## config.mk

```make
export PLATFORM = sky130hd
export DESIGN_NAME = if_stage
export DESIGN_NICKNAME = d
export VERILOG_FILES = /design/src/rtl/riscv_pkg.sv /design/src/rtl/if_id_pipe.sv /design/src/rtl/if_stage.sv
export SDC_FILE = /design/constraint.sdc
export NUM_CORES = 1
export LEC_CHECK = 0
export CORE_ASPECT_RATIO = 0.9
export CORE_UTILIZATION = 54
export CTS_CLUSTER_SIZE = 20
export DETAILED_ROUTE_END_ITERATION = 7
export DONT_BUFFER_PORTS = 1
export GPL_TIMING_DRIVEN = 0
export MAX_ROUTING_LAYER = met4
export PLACE_DENSITY = 0.69
export SYNTH_ARGS = -nofsm -noshare
export SYNTH_HDL_FRONTEND = slang
export SYNTH_SLANG_ARGS = --single-unit
```

## constraint.sdc

```tcl
create_clock -name clk -period 2.7 [get_ports clk]
set_clock_uncertainty 0.15 [all_clocks]
set_input_delay 0.54 -clock clk [delete_from_list [all_inputs] [get_ports clk]]
set_output_delay 0.54 -clock clk [all_outputs]
set_load 0.02 [all_outputs]
```

## src/rtl/riscv_pkg.sv

```systemverilog
// Shared RV32I pipeline definitions: data width, bubble encoding, fetch FSM states.
package riscv_pkg;

    localparam int XLEN = 32;
    localparam logic [XLEN-1:0] INST_BUBBLE = 32'h0000_0000;

    typedef enum logic [1:0] {
        F_IDLE = 2'd0,
        F_WAIT = 2'd1,
        F_DROP = 2'd2
    } fetch_state_t;

endpackage

```

## src/rtl/if_id_pipe.sv

```systemverilog
// IF/ID boundary register: flush inserts a bubble, hold freezes, load captures a fetched word.
module if_id_pipe
    import riscv_pkg::*;
(
    input  logic            clk,
    input  logic            reset,
    input  logic            flush,
    input  logic            hold,
    input  logic            load,
    input  logic [XLEN-1:0] load_pc,
    input  logic [XLEN-1:0] load_inst,
    output logic [XLEN-1:0] pc,
    output logic [XLEN-1:0] pc4,
    output logic [XLEN-1:0] inst,
    output logic            valid
);

    // Bubbles keep pc/pc4 so decode always sees the address of the last real instruction.
    always_ff @(posedge clk or negedge reset) begin
        if (!reset) begin
            pc    <= '0;
            pc4   <= '0;
            inst  <= INST_BUBBLE;
            valid <= 1'b0;
        end else if (flush) begin
            inst  <= INST_BUBBLE;
            valid <= 1'b0;
        end else if (!hold) begin
            if (load) begin
                pc    <= load_pc;
                pc4   <= load_pc + 32'd4;
                inst  <= load_inst;
                valid <= 1'b1;
            end else begin
                inst  <= INST_BUBBLE;
                valid <= 1'b0;
            end
        end
    end

endmodule

```

## src/rtl/if_stage.sv

```systemverilog
// Instruction-fetch stage: fetch PC, single-outstanding imem handshake, IF/ID register.
// Optional one-entry skid buffer for responses arriving under stall: IF_SKID_BUF_EN.
//
// state  | meaning
// F_IDLE | nothing outstanding
// F_WAIT | one request outstanding, response wanted
// F_DROP | one request outstanding, response to be discarded
module if_stage
    import riscv_pkg::*;
#(
    parameter logic [XLEN-1:0] RESET_PC = 32'h0000_0000
) (
    input  logic            clk,
    input  logic            reset,
    input  logic            stall,
    input  logic            branch,
    input  logic [XLEN-1:0] branch_target,
    output logic            imem_req,
    output logic [XLEN-1:0] imem_addr,
    input  logic            imem_gnt,
    input  logic            imem_rvalid,
    input  logic [XLEN-1:0] imem_rdata,
    output logic [XLEN-1:0] pc,
    output logic [XLEN-1:0] pc4,
    output logic [XLEN-1:0] inst,
    output logic            valid
);

    fetch_state_t    state, state_nxt;
    logic [XLEN-1:0] fetch_pc;
    logic [XLEN-1:0] req_pc;
    logic [XLEN-1:0] target_aligned;
    logic            resp_want;
    logic            fire;
    logic            buf_block;
    logic            refetch;
    logic            pipe_load;
    logic [XLEN-1:0] pipe_pc;
    logic [XLEN-1:0] pipe_inst;

    assign target_aligned = branch_target & ~32'h3;
    assign resp_want      = (state == F_WAIT) && imem_rvalid;

`ifdef IF_SKID_BUF_EN
    logic            buf_valid;
    logic [XLEN-1:0] buf_pc;
    logic [XLEN-1:0] buf_inst;

    assign buf_block = buf_valid && stall;
    assign refetch   = 1'b0;
    assign pipe_load = buf_valid || resp_want;
    assign pipe_pc   = buf_valid ? buf_pc : req_pc;
    assign pipe_inst = buf_valid ? buf_inst : imem_rdata;

    always_ff @(posedge clk or negedge reset) begin
        if (!reset) begin
            buf_valid <= 1'b0;
            buf_pc    <= '0;
            buf_inst  <= INST_BUBBLE;
        end else if (branch) begin
            buf_valid <= 1'b0;
        end else if (resp_want && stall) begin
            buf_valid <= 1'b1;
            buf_pc    <= req_pc;
            buf_inst  <= imem_rdata;
        end else if (!stall) begin
            buf_valid <= 1'b0;
        end
    end
`else
    assign buf_block = 1'b0;
    assign refetch   = resp_want && stall;
    assign pipe_load = resp_want;
    assign pipe_pc   = req_pc;
    assign pipe_inst = imem_rdata;
`endif

    // A new request may overlap the cycle its predecessor's response arrives.
    assign imem_req  = reset && !branch && !stall && !buf_block
                       && ((state == F_IDLE) || resp_want);
    assign imem_addr = fetch_pc;
    assign fire      = imem_req && imem_gnt;

    always_comb begin
        state_nxt = state;
        case (state)
            F_IDLE: if (fire) state_nxt = F_WAIT;
            F_WAIT: begin
                if (imem_rvalid)  state_nxt = fire ? F_WAIT : F_IDLE;
                else if (branch)  state_nxt = F_DROP;
            end
            F_DROP: if (imem_rvalid) state_nxt = F_IDLE;
            default: state_nxt = F_IDLE;
        endcase
    end

    always_ff @(posedge clk or negedge reset) begin
        if (!reset) begin
            state    <= F_IDLE;
            fetch_pc <= RESET_PC;
            req_pc   <= RESET_PC;
        end else begin
            state <= state_nxt;
            if (branch) begin
                fetch_pc <= target_aligned;
            end else if (fire) begin
                req_pc   <= fetch_pc;
                fetch_pc <= fetch_pc + 32'd4;
            end else if (refetch) begin
                fetch_pc <= req_pc;
            end
        end
    end

    if_id_pipe u_if_id_pipe (
        .clk       (clk),
        .reset     (reset),
        .flush     (branch),
        .hold      (stall),
        .load      (pipe_load),
        .load_pc   (pipe_pc),
        .load_inst (pipe_inst),
        .pc        (pc),
        .pc4       (pc4),
        .inst      (inst),
        .valid     (valid)
    );

endmodule
```

==> qor.txt, run 1 <==
core area - 13600 sq um
Skew-Pair Late Insertion Delay - 0.43 ns
reg2reg path depth - 7
global-route wire length before repair - 35600 microns
Post-Synth Adder-Cell Area - 0.327%
status - finished with violations
largest net degree at the start of global routing - 163
Mapped Cells - 843
drt drc - 0
Finished Layout Cells - 1064
power consumption - 6550 uW
hold slack final - -0.346 ns
Synth Area in Simple Gates - 23.0%
element type at the critical path start - register
Fillers - 1141
Ant. Diodes - 0
max_slew headroom - 42.9%
final-stage net count - 934
grt total ovfl - 0
top cells by count, synth - 254 x nand2_1, 161 x dfrtp_1, 70 x o21ai_0
failing checks - negative hold slack
die area - 14600 sq um
Synth Area in Compound Gates - 15.6%
Max VDD drop - 478 uV
Yosys top cell by area - dfrtp_1
Slew Limit Fails - 0
Chip Height - 115 microns
FF-to-FF End - imem_addr[31]$_DFFE_PN0P_
Port Buffers - 0
CP endpoint kind - register
worst-case clock buffer depth - 2
CP max FO - 10
Pleak - 0.00393 uW
WS Path Type - reg2reg
library cells used by synthesis - 56
Sink Count - 161
Max Freq - 0.393 GHz
Fin. Hold Viols - 161
Initial Util - 56.4%
Avg Cell Area, Syn - 9.07 sq um
RSZ-0062 raised after global routing - false
placed insts - 1032
worst hold path type - in2async
critical path required time - 2.83 ns
P per Cell Area - 769 nW/um^2
Die X - 127 microns
Async SR Flop Fraction - 100%
crit share post-route - 94.3%
clk slew on worst S/H paths - 0.07 ns
syn nets - 915
final setup margin - 0.154 ns
Post-synth top flop - dfrtp_1
post-synthesis sequential area ratio - 52.7%
Post-Syn Area - 7640 sq um
vias in the first global route - 6199
site row count - 40
Tightest Pin Transition - 0.853 ns
Finish-stage setup viols - 0
Antenna Nets Post-Route - 0
post-route minimum period - 2.55 ns
synth top area cells - dfrtp_1 53%, nand2_1 12%, o21ai_0 4.6%
synthesis-stage register bit count - 161
I/O pin cnt - 200
CP arrival - 2.68 ns
EDFF count, synth - 0
Storage cell area - 4030 sq um
clock buffer count from CTS - 17
post-CTS setup buffer count - 0
Final Wtd Congestion - 0.948
vias per std cell - 6.23
gr usage total - 33.6%
max_cap viols - 0
post-synth top area share - 52.7%
CTS H-tree lvls - 4
Synth Area in XOR/XNOR - 3.90%
Initial DRT Pass Iterations - 6
Routed WL per cell - 21.8 microns
pre-CTS WS - -0.0789 ns
Routed WL - 23200 microns
synth-to-layout area growth - 11.5%
reg2reg start - imem_addr[16]$_DFFE_PN0P_
R2R Setup Slk - 0.15 ns
Starting DRT DRC Count - 709
mux share of post-synthesis cell area - 0.262%
main combinational cell family by area after synthesis - simple AND/OR/NAND/NOR gates
cell with the most instances after synthesis - nand2_1
initial antenna violation count - 0
CTS tree - yes
area of the multi-input gates - 3320 sq um
layout cells sized above 1 - 6.86%
root buffer cell - clkbuf_16
Detail Placement HPWL - 16400 microns
Ys Warns - 0
vias post-DR - 6627
[cells in the final DEF (no fill, tap or decap), drive strengths merged, types with 3 or more instances in the layout]
cell type,count
buf,17
clkbuf,66
nand3,29
o21ai,71
nor2b,3
inv,19
a22o,34
dfrtp,161
xnor2,23
o31ai,7
o311ai,4
o211ai,4
a22oi,7
and2,6
a31oi,11
nor3,12
nand4,16
nor4,9
and4,10
a41oi,3
clkinv,3
and3,13
bufinv,3
a21oi,19
nor2,24
nand2,254
xor2,11
o221ai,4
a21o,5
[logic make-up after synthesis]
logic type      count (synthesis)
compound gates                181
mux                             2
flops                         161
simple gates                  385
fa+ha+maj                       2
xor+xnor                       34
buf+inv                        78
[per-stage QoR]
step / instance area (sq um) / TNS, ns / hold WS [ns] / utilization [%]
after global placement: 7880 / -0.123 / 0.0980 / 58.1
after detailed placement: 7880 / -0.162 / 0.0977 / 58.1
final: 8520 / 0 / -0.346 / 62.9
after global routing: 8520 / 0 / -0.369 / 62.9
after floorplan: 7640 / 0 / 0.0944 / -
after CTS: 8500 / 0 / -0.364 / 62.7
[critical path, cell delays in order, from the launching register on]
cell	delay [ns]
dfrtp_1	0.45
buf_2	0.26
and4_1	0.30
and4_1	0.23
clkbuf_1	0.39
nand4_1	0.29
xor2_1	0.20
o221ai_1	0.13
[sequential cells by signal, indices dropped and copies added (netlist names)]
register / count
u_if_id_pipe.valid: 1
u_if_id_pipe.inst: 32
u_if_id_pipe.pc4: 32
u_if_id_pipe.pc: 30
state: 2
imem_addr: 32
pipe_pc: 32
[power by group]
group	internal (uW)	switching, uW	leakage (uW)
Combinational	266	422	0.00149
Sequential	2690	638	0.00214
Clock	1500	1030	0.000297
[area by class of cell]
cell class | instances | share of cell area, %
flip-flops and latches | 161 | 47.3
plain buffers | 64 | 3.19
inverters | 14 | 0.616
multi-input cells | 604 | 38.9
clock inverters | 13 | 2.04
well taps | 189 | 2.77
clock buffers | 19 | 5.20
[worst max path at each step]
| stage | start | slack [ns] | cells past startpoint | to |
|---|---|---|---|---|
| 6_report | imem_addr[16]$_DFFE_PN0P_ | 0.15 | 7 | imem_addr[31]$_DFFE_PN0P_ |
| 5_1_grt | imem_addr[16]$_DFFE_PN0P_ | 0.002 | 6 | imem_addr[24]$_DFFE_PN0P_ |
| 4_1_cts | imem_addr[10]$_DFFE_PN0P_ | 0.08 | 6 | imem_addr[31]$_DFFE_PN0P_ |
| 3_5_place_dp | branch | -0.08 | 5 | imem_addr[16]$_DFFE_PN0P_ |
| 3_3_place_gp | branch | -0.06 | 5 | imem_addr[16]$_DFFE_PN0P_ |
| 2_1_floorplan | branch | 0.62 | 6 | imem_addr[29]$_DFFE_PN0P_ |
[repair_timing]
| item | in CTS | in global routing |
|---|---|---|
| pin swaps | 0 | 1 |
| resized for setup | 1 | 7 |
| setup endpoints to repair | 3 | 10 |
| hold endpoints to repair | 161 | 161 |
[per-layer routing]
layer	wire, microns	global-route usage [%]	vias up	share of wire, %
met5	0	-	-	0
met4	499	10.9	0	2.2
li1	-	-	2970	-
met1	9840	46.3	3263	42
met2	10300	48.2	352	44
met3	2540	9.17	42	11
No activity file was read; power rests on OpenSTA's default activity.
==> inputs of run 2 (changes only) <==
SKIP_CTS_REPAIR_TIMING = 1   (was unset)
==> results of run 2 <==
The final DEF is identical to that of run 1; final timing and power are the same.
==> inputs of run 3 (changes only) <==
PLACE_DENSITY = 0.66   (was 0.69)
==> qor.txt, run 3 (synthesized netlist as in run 1, its figures left out) <==
status - finished with violations
failing checks - negative hold slack
final-stage net count - 934 (unchanged)
layout cells sized above 1 - 6.74% (-0.11 points)
Tightest Pin Transition - 1.11 ns (+0.262 ns)
routed length on met2 - 10100 microns (-1.6%)
Max VDD drop - 477 uV (-0.18%)
Slew Limit Fails - 0 (unchanged)
worst hold path type - in2async
Routed met1 length - 9880 microns (+0.43%)
Fin. Hold Viols - 161 (unchanged)
Ant. Diodes - 0 (unchanged)
Routed WL per cell - 21.6 microns (-0.72%)
CTS tree - yes
max_slew headroom - 25.3% (-18 points)
most common cell after layout, fill and taps aside - nand2_1
placed insts - 1032 (unchanged)
vias post-DR - 6541 (-1.3%)
vias in the first global route - 6225 (+0.42%)
root buffer cell - clkbuf_16
post-route minimum period - 2.55 ns (-0.0000240 ns)
P per Cell Area - 763 nW/um^2 (-0.74%)
met3 WL - 2700 microns (+6.2%)
largest net degree at the start of global routing - 163 (unchanged)
Final Wtd Congestion - 0.964 (+1.6%)
drt drc - 0 (unchanged)
Port Buffers - 0 (unchanged)
max_cap viols - 0 (unchanged)
CP max FO - 10 (unchanged)
Finish-stage setup viols - 0 (unchanged)
Detail Placement HPWL - 16400 microns (-0.26%)
site row count - 40 (unchanged)
fin area - 8500 sq um (-0.25%)
CP arrival - 2.70 ns (+0.02 ns)
final setup TNS - 0 ns (unchanged)
Initial DRT Pass Iterations - 5 (-1)
Starting DRT DRC Count - 720 (+1.6%)
die area - 14600 sq um (unchanged)
initial antenna violation count - 0 (unchanged)
Initial Util - 56.4% (unchanged)
crit share post-route - 94.3% (about the same)
I/O pin cnt - 200 (unchanged)
power consumption - 6490 uW (-0.99%)
Die X - 127 microns (unchanged)
CTS H-tree lvls - 4 (unchanged)
WS Path Type - reg2reg
clk slew on worst S/H paths - 0.07 ns (about the same)
vias per std cell - 6.15 (-1.3%)
Pleak - 0.00392 uW (-0.24%)
gr usage total - 33.6%
global-route wire length before repair - 35400 microns (-0.50%)
critical path required time - 2.85 ns (+0.02 ns)
Placement Cell Area - 7880 sq um (unchanged)
Skew-Pair Late Insertion Delay - 0.43 ns (about the same)
clock buffer count from CTS - 17 (unchanged)
synth-to-layout area growth - 11.2%
RSZ-0062 raised after global routing - false
CP endpoint kind - register
Top Layer Used - met4
Max Freq - 0.393 GHz (about the same)
worst-case clock buffer depth - 2 (unchanged)
core area - 13600 sq um (unchanged)
Chip Height - 115 microns (unchanged)
grt total ovfl - 0 (unchanged)
hold slack final - -0.351 ns (-0.00508 ns)
Sink Count - 161 (unchanged)
Finished Layout Cells - 1064 (unchanged)
element type at the critical path start - register
most frequent cells in the layout - 254 x nand2_1, 159 x dfrtp_1, 70 x o21ai_0, 45 x clkbuf_1, 34 x a22o_1
Antenna Nets Post-Route - 0 (unchanged)
Routed WL - 23000 microns (-0.72%)
==> run 3: metrics by stage <==
stage / util, % / setup slack (ns)
5_1_grt: 62.7 / 0.0101
3_5_place_dp: 58.1 / -0.0121
2_1_floorplan: - / 0.617
4_1_cts: 62.6 / -0.0519
6_report: 62.7 / 0.154
3_3_place_gp: 58.1 / -0.0138
==> run 3: layout make-up <==
type	count	area, sq um
buffer	64	268
clock buffer	17	425
clock inverter	15	180
fill	1173	5060
inverter	14	52.6
multi-input combinational	604	3310
sequential	161	4030
tap	189	236
==> run 3: path summary, 6_finish.rpt <==
kind | from | depth (start not counted) | slack, ns | end
max | imem_addr[4]$_DFFE_PN0P_ | 6 | 0.15 | imem_addr[28]$_DFFE_PN0P_
min | reset | 0 | -0.35 | u_if_id_pipe.pc4[7]$_DFFE_PN0P_
max reg2reg | imem_addr[4]$_DFFE_PN0P_ | 6 | 0.15 | imem_addr[28]$_DFFE_PN0P_
min reg2reg | pipe_pc[1]$_DFFE_PN0P_ | 2 | 0.36 | pipe_pc[1]$_DFFE_PN0P_
max in group asynchronous | reset | 0 | 2.44 | imem_addr[2]$_DFFE_PN0P_
min in group clk | imem_rvalid | 1 | 0.03 | state[1]$_DFFE_PN0P_
==> run 3: where the power goes <==
group / total [uW] / switching (uW) / leakage (uW) / internal [uW]
Clock: 2470 / 1010 / 0.000291 / 1460
Sequential: 3330 / 632 / 0.00214 / 2690
Combinational: 689 / 423 / 0.00149 / 266
==> run 3: worst max-delay path, cell delays in order, from the launching register on <==
cell and delay [ns]:
dfrtp_1 0.47, buf_2 0.25, nand4_1 0.29, nor3_4 0.39
buf_2 0.32, nand4_1 0.18, o311ai_0 0.36
==> run 3: metal layers <==
metal	global-route usage [%]	vias to the layer above
met5	-	-
met4	9.60	0
met3	9.31	32
met2	46.9	371
met1	47.6	3169
li1	-	2969
